===== src/rtl/uart_tx_arb_pkg.sv =====
`default_nettype none
// ============================================================================
// Module      : uart_tx_arb_pkg
// Description : Shared types and helpers for the UART transmit arbiter:
//               FSM state encoding and index-width helper.
// Revision    : 1.0 - initial release
// ============================================================================
package uart_tx_arb_pkg;

    typedef enum logic [1:0] {
        ARB_IDLE      = 2'd0,
        ARB_LAUNCH    = 2'd1,
        ARB_WAIT_DONE = 2'd2
    } arb_state_e;

    // Width of an index able to address n items; never below one bit.
    function automatic int idx_width(input int n);
        return (n > 2) ? $clog2(n) : 1;
    endfunction

endpackage
`default_nettype wire


===== src/rtl/uart_tx_arb_rr_pick.sv =====
`default_nettype none
// ============================================================================
// Module      : rr_pick
// Description : Combinational round-robin selector. Returns the first set
//               request index at or after ptr_i, wrapping to 0.
// Revision    : 1.0 - initial release
// ============================================================================
module rr_pick
    import uart_tx_arb_pkg::*;
#(
    parameter int NUM_REQ = 4,
    parameter int IDX_W   = idx_width(NUM_REQ)
) (
    input  logic [NUM_REQ-1:0] req_i,
    input  logic [IDX_W-1:0]   ptr_i,
    output logic [IDX_W-1:0]   grant_o,
    output logic               any_o
);

    logic [IDX_W-1:0] cand;

    // Scan offsets from farthest to nearest so the nearest set bit wins.
    always_comb begin
        grant_o = '0;
        any_o   = 1'b0;
        cand    = '0;
        for (int k = NUM_REQ - 1; k >= 0; k--) begin
            cand = IDX_W'((int'(ptr_i) + k) % NUM_REQ);
            if (req_i[cand]) begin
                grant_o = cand;
                any_o   = 1'b1;
            end
        end
    end

endmodule
`default_nettype wire


===== src/rtl/uart_tx_arb.sv =====
`default_nettype none
// ============================================================================
// Module      : uart_tx_arb
// Description : Round-robin arbiter sharing one uart_tx between NUM_REQ
//               byte requesters, with launch timeout and per-requester
//               ack / done / error pulses.
// Revision    : 1.0 - initial release
// ============================================================================
module uart_tx_arb
    import uart_tx_arb_pkg::*;
#(
    parameter int NUM_REQ        = 4,
    parameter int DATA_BITS      = 8,
    parameter int LAUNCH_TIMEOUT = 64
) (
    input  logic                           clk_in,
    input  logic                           rst_in,
    input  logic [NUM_REQ-1:0]             req_valid_in,
    input  logic [NUM_REQ*DATA_BITS-1:0]   req_data_in,
    output logic [NUM_REQ-1:0]             req_ack_out,
    output logic [NUM_REQ-1:0]             req_done_out,
    output logic [NUM_REQ-1:0]             req_err_out,
    output logic [DATA_BITS-1:0]           tx_data_out,
    output logic                           tx_data_rdy_out,
    input  logic                           tx_busy_in,
    input  logic                           tx_done_in,
    output logic [idx_width(NUM_REQ)-1:0]  grant_id_out,
    output logic                           arb_busy_out
);

    localparam int                IDX_W    = idx_width(NUM_REQ);
    localparam int                CNT_W    = idx_width(LAUNCH_TIMEOUT);
    localparam logic [CNT_W-1:0]  CNT_LAST = CNT_W'(LAUNCH_TIMEOUT - 1);
    localparam logic [IDX_W-1:0]  IDX_LAST = IDX_W'(NUM_REQ - 1);

    arb_state_e             state_q, state_d;
    logic [IDX_W-1:0]       ptr_q,   ptr_d;
    logic [IDX_W-1:0]       grant_q, grant_d;
    logic [DATA_BITS-1:0]   data_q,  data_d;
    logic                   rdy_q,   rdy_d;
    logic [CNT_W-1:0]       cnt_q,   cnt_d;
    logic [NUM_REQ-1:0]     ack_q,   ack_d;
    logic [NUM_REQ-1:0]     done_q,  done_d;
    logic [NUM_REQ-1:0]     err_q,   err_d;

    logic [IDX_W-1:0]       pick_idx;
    logic                   pick_any;
    logic [IDX_W-1:0]       ptr_next;
    logic [DATA_BITS-1:0]   req_bytes [NUM_REQ];

    // Unpack the flat request data bus into one byte per requester.
    for (genvar gi = 0; gi < NUM_REQ; gi++) begin : g_unpack
        assign req_bytes[gi] = req_data_in[gi*DATA_BITS +: DATA_BITS];
    end

    rr_pick #(
        .NUM_REQ (NUM_REQ),
        .IDX_W   (IDX_W)
    ) u_rr_pick (
        .req_i   (req_valid_in),
        .ptr_i   (ptr_q),
        .grant_o (pick_idx),
        .any_o   (pick_any)
    );

    // After serving requester g the search resumes at g+1, wrapping.
    assign ptr_next = (grant_q == IDX_LAST) ? '0 : grant_q + 1'b1;

    // State and registered outputs; reset aborts any transfer silently.
    always_ff @(posedge clk_in or posedge rst_in) begin
        if (rst_in) begin
            state_q <= ARB_IDLE;
            ptr_q   <= '0;
            grant_q <= '0;
            data_q  <= '0;
            rdy_q   <= 1'b0;
            cnt_q   <= '0;
            ack_q   <= '0;
            done_q  <= '0;
            err_q   <= '0;
        end else begin
            state_q <= state_d;
            ptr_q   <= ptr_d;
            grant_q <= grant_d;
            data_q  <= data_d;
            rdy_q   <= rdy_d;
            cnt_q   <= cnt_d;
            ack_q   <= ack_d;
            done_q  <= done_d;
            err_q   <= err_d;
        end
    end

    // Next-state logic; busy wins over a coincident timeout.
    always_comb begin
        state_d = state_q;
        case (state_q)
            ARB_IDLE: begin
                if (pick_any) state_d = ARB_LAUNCH;
            end
            ARB_LAUNCH: begin
                if (tx_busy_in)             state_d = ARB_WAIT_DONE;
                else if (cnt_q == CNT_LAST) state_d = ARB_IDLE;
            end
            ARB_WAIT_DONE: begin
                if (tx_done_in) state_d = ARB_IDLE;
            end
            default: state_d = ARB_IDLE;
        endcase
    end

    // Next values of the datapath and pulse outputs for each state.
    always_comb begin
        ptr_d   = ptr_q;
        grant_d = grant_q;
        data_d  = data_q;
        cnt_d   = cnt_q;
        rdy_d   = 1'b0;
        ack_d   = '0;
        done_d  = '0;
        err_d   = '0;
        case (state_q)
            ARB_IDLE: begin
                if (pick_any) begin
                    grant_d         = pick_idx;
                    data_d          = req_bytes[pick_idx];
                    ack_d[pick_idx] = 1'b1;
                    cnt_d           = '0;
                    rdy_d           = 1'b1;
                end
            end
            ARB_LAUNCH: begin
                if (tx_busy_in) begin
                    rdy_d = 1'b0;
                end else if (cnt_q == CNT_LAST) begin
                    err_d[grant_q] = 1'b1;
                    ptr_d          = ptr_next;
                end else begin
                    rdy_d = 1'b1;
                    cnt_d = cnt_q + 1'b1;
                end
            end
            ARB_WAIT_DONE: begin
                if (tx_done_in) begin
                    done_d[grant_q] = 1'b1;
                    ptr_d           = ptr_next;
                end
            end
            default: begin
                ptr_d = ptr_q;
            end
        endcase
    end

    assign req_ack_out     = ack_q;
    assign req_done_out    = done_q;
    assign req_err_out     = err_q;
    assign tx_data_out     = data_q;
    assign tx_data_rdy_out = rdy_q;
    assign grant_id_out    = grant_q;
    assign arb_busy_out    = (state_q != ARB_IDLE);

endmodule
`default_nettype wire

===== config.mk =====
export PLATFORM = sky130hd
export DESIGN_NAME = uart_tx_arb
export DESIGN_NICKNAME = d
export VERILOG_FILES = /design/src/rtl/uart_tx_arb_pkg.sv /design/src/rtl/uart_tx_arb_rr_pick.sv /design/src/rtl/uart_tx_arb.sv
export SDC_FILE = /design/constraint.sdc
export NUM_CORES = 1
export LEC_CHECK = 0
export CORE_MARGIN = 1
export CORE_UTILIZATION = 39
export DETAILED_ROUTE_END_ITERATION = 16
export HOLD_SLACK_MARGIN = 0.12
export PLACE_DENSITY_LB_ADDON = 0.3
export REMOVE_ABC_BUFFERS = 1
export SYNTH_ARGS = -nofsm -noshare
export SYNTH_HDL_FRONTEND = slang
export SYNTH_SLANG_ARGS = --single-unit
export TNS_END_PERCENT = 1

===== constraint.sdc =====
create_clock -name clk_in -period 1.8 [get_ports clk_in]
set_clock_uncertainty 0.15 [all_clocks]
set_input_delay 0.18 -clock clk_in [delete_from_list [all_inputs] [get_ports clk_in]]
set_output_delay 0.18 -clock clk_in [all_outputs]
set_load 0.02 [all_outputs]

==> results of run 1 <==
registers in the layout, indices dropped and copies added, names as in the netlist, 2 cells and up:
signal and count:
state_q 2, cnt_q 6, req_err_out 4, req_done_out 4, req_ack_out 4, tx_data_out 8, ptr_q 2, grant_id_out 2
final cells by class:
cell class,instances,area [sq um],share of cell area
Sequential cell,33,826,0.314
Clock buffer,8,80.1,0.0305
Multi-Input combinational cell,107,787,0.300
Inverter,7,26.3,0.0100
Tap cell,50,62.6,0.0238
Timing Repair Buffer,90,845,0.322
power breakdown:
| group | leakage [uW] | switching, uW | internal, uW |
|---|---|---|---|
| clock network | 0.0000395 | 257 | 274 |
| logic | 0.000766 | 957 | 1010 |
| registers | 0.000432 | 141 | 964 |
through the flow:
step,hold slack [ns],utilization
2_1_floorplan,0.159,-
3_3_place_gp,0.324,0.622
3_5_place_dp,0.330,0.622
4_1_cts,0.143,0.646
5_1_grt,0.173,0.652
6_report,0.126,0.652
worst max-delay path by stage:
stage | start | to | slack, ns | cells past startpoint
after global placement | req_valid_in[0] | cnt_q[2]$_DFFE_PP0P_ | -0.22 | 7
after global routing | cnt_q[0]$_DFFE_PP0P_ | cnt_q[2]$_DFFE_PP0P_ | -0.08 | 5
after detailed placement | req_valid_in[0] | tx_data_out[2]$_DFFE_PP0P_ | -0.33 | 7
after floorplan | ptr_q[0]$_DFFE_PP0P_ | tx_data_out[0]$_DFFE_PP0P_ | -0.20 | 4
after CTS | cnt_q[0]$_DFFE_PP0P_ | cnt_q[2]$_DFFE_PP0P_ | -0.02 | 5
final | cnt_q[0]$_DFFE_PP0P_ | cnt_q[2]$_DFFE_PP0P_ | -0.02 | 5
Yosys cell counts (2+ instances only):
| cell | instances |
|---|---|
| nor2_1 | 10 |
| nand2_1 | 14 |
| xnor2_1 | 2 |
| dfrtp_1 | 33 |
| mux2_2 | 2 |
| or2_1 | 2 |
| nor2b_1 | 4 |
| a21oi_1 | 4 |
| buf_2 | 3 |
| nand2b_1 | 2 |
| o221ai_1 | 8 |
| o21ai_0 | 4 |
| nor3_1 | 2 |
| ha_1 | 5 |
| inv_1 | 7 |
| and3_1 | 6 |
| and2_1 | 4 |
| a211oi_1 | 2 |
| nand3_1 | 3 |
| mux2i_1 | 18 |
kinds of logic (layout without fill, tap and decap cells):
logic type	after synthesis	after routing	synth area share
AOI/OAI and AO/OA	29	29	0.136
xor gates and xnor gates	2	2	0.0107
adders and majority gates	5	5	0.0381
buffers and inverters	12	105	0.0343
DFF	33	33	0.503
muxes	20	20	0.123
and+or+nand+nor	51	51	0.155
critical path: cells and delay by family, from the launching register on:
family	cells	cell delay (ns)
AOI/OAI and AO/OA	4	0.97
adders and majority gates	1	0.21
DFF	1	0.38
repair_timing:
action	CTS	global route
setup buffers	0	2
hold endpoints to repair	0	0
setup endpoints to repair	6	12
pin swaps	1	3
resized for setup	5	3
metal layers:
layer / vias up / wire length (um) / global-route usage
met2: 51 / 1980 / 0.328
met5: - / 0 / 0
met4: 0 / 63 / 0.0904
met3: 5 / 214 / 0.0599
met1: 711 / 1700 / 0.234
li1: 730 / - / -
==> flow_summary_export.csv, run 1 <==
group,metric,value,unit
routing,drc,0,
synth,syn_area_per_cell,10.8,sq um
cts,clockBufferDepth,2,
setup_path,cpPeakStageDelay,0.43,ns
cts,cts_buffers,5,
synth,yosys_warnings,0,
routing,ant_nets,0,
timing,post-route-period-util,1.01,
global_route,grt.total_usage,0.199,
placed_design,post_dp_cell_area,2510,sq um
timing,fmax,549,MHz
synth,synth_top_area_cell,"dfrtp_1",
routing,firstDrtPassIters,4,
finish,fillCellCount,354,
routing,drt_iter0_drc,71,
global_route,overflow,0,
status,failed_checks,"setup timing",
synth,yosysTopAreaCellShare,0.503,
placed_design,place_inst,285,
die,dieHeight,66.9,um
finish,drive_gt1_frac,0.192,
timing,setup_viol,1,
setup_path,r2r_start,"cnt_q[0]$_DFFE_PP0P_",
synth,seq_area_frac_synth,0.503,
cts,clockRootBuffer,"clkbuf_8",
setup_path,required,1.83,ns
setup_path,crit_path_start_kind,"flop",
cts,htreeDepth,2,
cts,cts.sinks,33,
die,core_area,4030,sq um
pwr,power,3600,uW
die,initial_core_util,0.408,
placed_design,post-dp-hpwl,3010,um
routing,via_per_inst,5.07,
synth,synthFlopType,"dfrtp_1",
timing,fin_ws,-0.0218,ns
placed_design,dp_slack,-0.330,ns
die,die_w,66.9,um
die,io_pins,64,
die,design.die.area,4480,sq um
synth,synth_edf_count,0,
routing,num_vias,1497,
pwr,leakagePower,0.00124,uW
finish,postLayoutCellArea,2630,sq um
finish,syn_to_final_growth,59.9,%
run,cap_violations,0,
cts,cts_tree,"yes",
timing,drv_slew,0,
setup_path,crit_type,"reg -> reg",
synth,syn-instance-count,152,
timing,tightest_slew,0.431,ns
routing,wl,3970,um
timing,period_minus_slack,1.82,ns
setup_path,arrival,1.85,ns
synth,async_flop_share,1.00,
finish,nNetsFinal,289,
global_route,grt_first_pass_wirelength,6430,um
finish,final_cells,295,
synth,yosysUniqueCellTypes,37,
timing,rsz0062_at_grt,"yes",
pwr,p_per_area,1370,nW/um^2
cts,clk_pin_slew_worst_paths,0.07,ns
synth,syn_area,1640,sq um
setup_path,reg2reg_slack,-0.02,ns
setup_path,worstRegToRegCells,5,
cts,clkLatencyLatePin,0.29,ns
finish,final_common_cell,"clkdlybuf4s50_1",
global_route,grt_pass1_vias,1473,
finish,antennaDiodeCount,0,
setup_path,critical-path-slowest-cell,"a311o_1",
setup_path,r2r_end,"cnt_q[2]$_DFFE_PP0P_",
global_route,antenna_found_initial,0,
pwr,ir_drop,0.692,mV
setup_path,path_max_fanout,4,
die,rows,23,
hold_path,hold_class,"in -> async",
synth,ys_top_cells_by_area,"dfrtp_1 (50%), mux2i_1 (11%), o221ai_1 (4.3%)",
placed_design,io_buffers,63,
cts,postCtsHoldBufs,0,
timing,timing.final.hold_violations,0,
synth,ys_ff_latch,33,
routing,wire_per_inst,13.4,um
placed_design,place_congestion,0.840,
finish,layout_common_cells,"clkdlybuf4s50_1 (62), dfrtp_1 (33), buf_4 (26), mux2i_1 (16), nand2_1 (14)",
status,status,"finished, violations left",
setup_path,path_cells,"ha_2 -> a311o_1 -> a21oi_2 -> a21oi_1 -> a31o_2",
timing,relSlewSlack,0.710,
setup_path,endpoint_kind,"flop",
global_route,grt_max_degree,34,
timing,tns,-0.0218,ns
Power figures use the tool's default switching activity.
==> run 2, diff against run 1 <==
Settings changed: TNS_END_PERCENT 1 to 10.
==> results of run 2 <==
The final DEF is identical to that of run 1; final timing and power are the same.
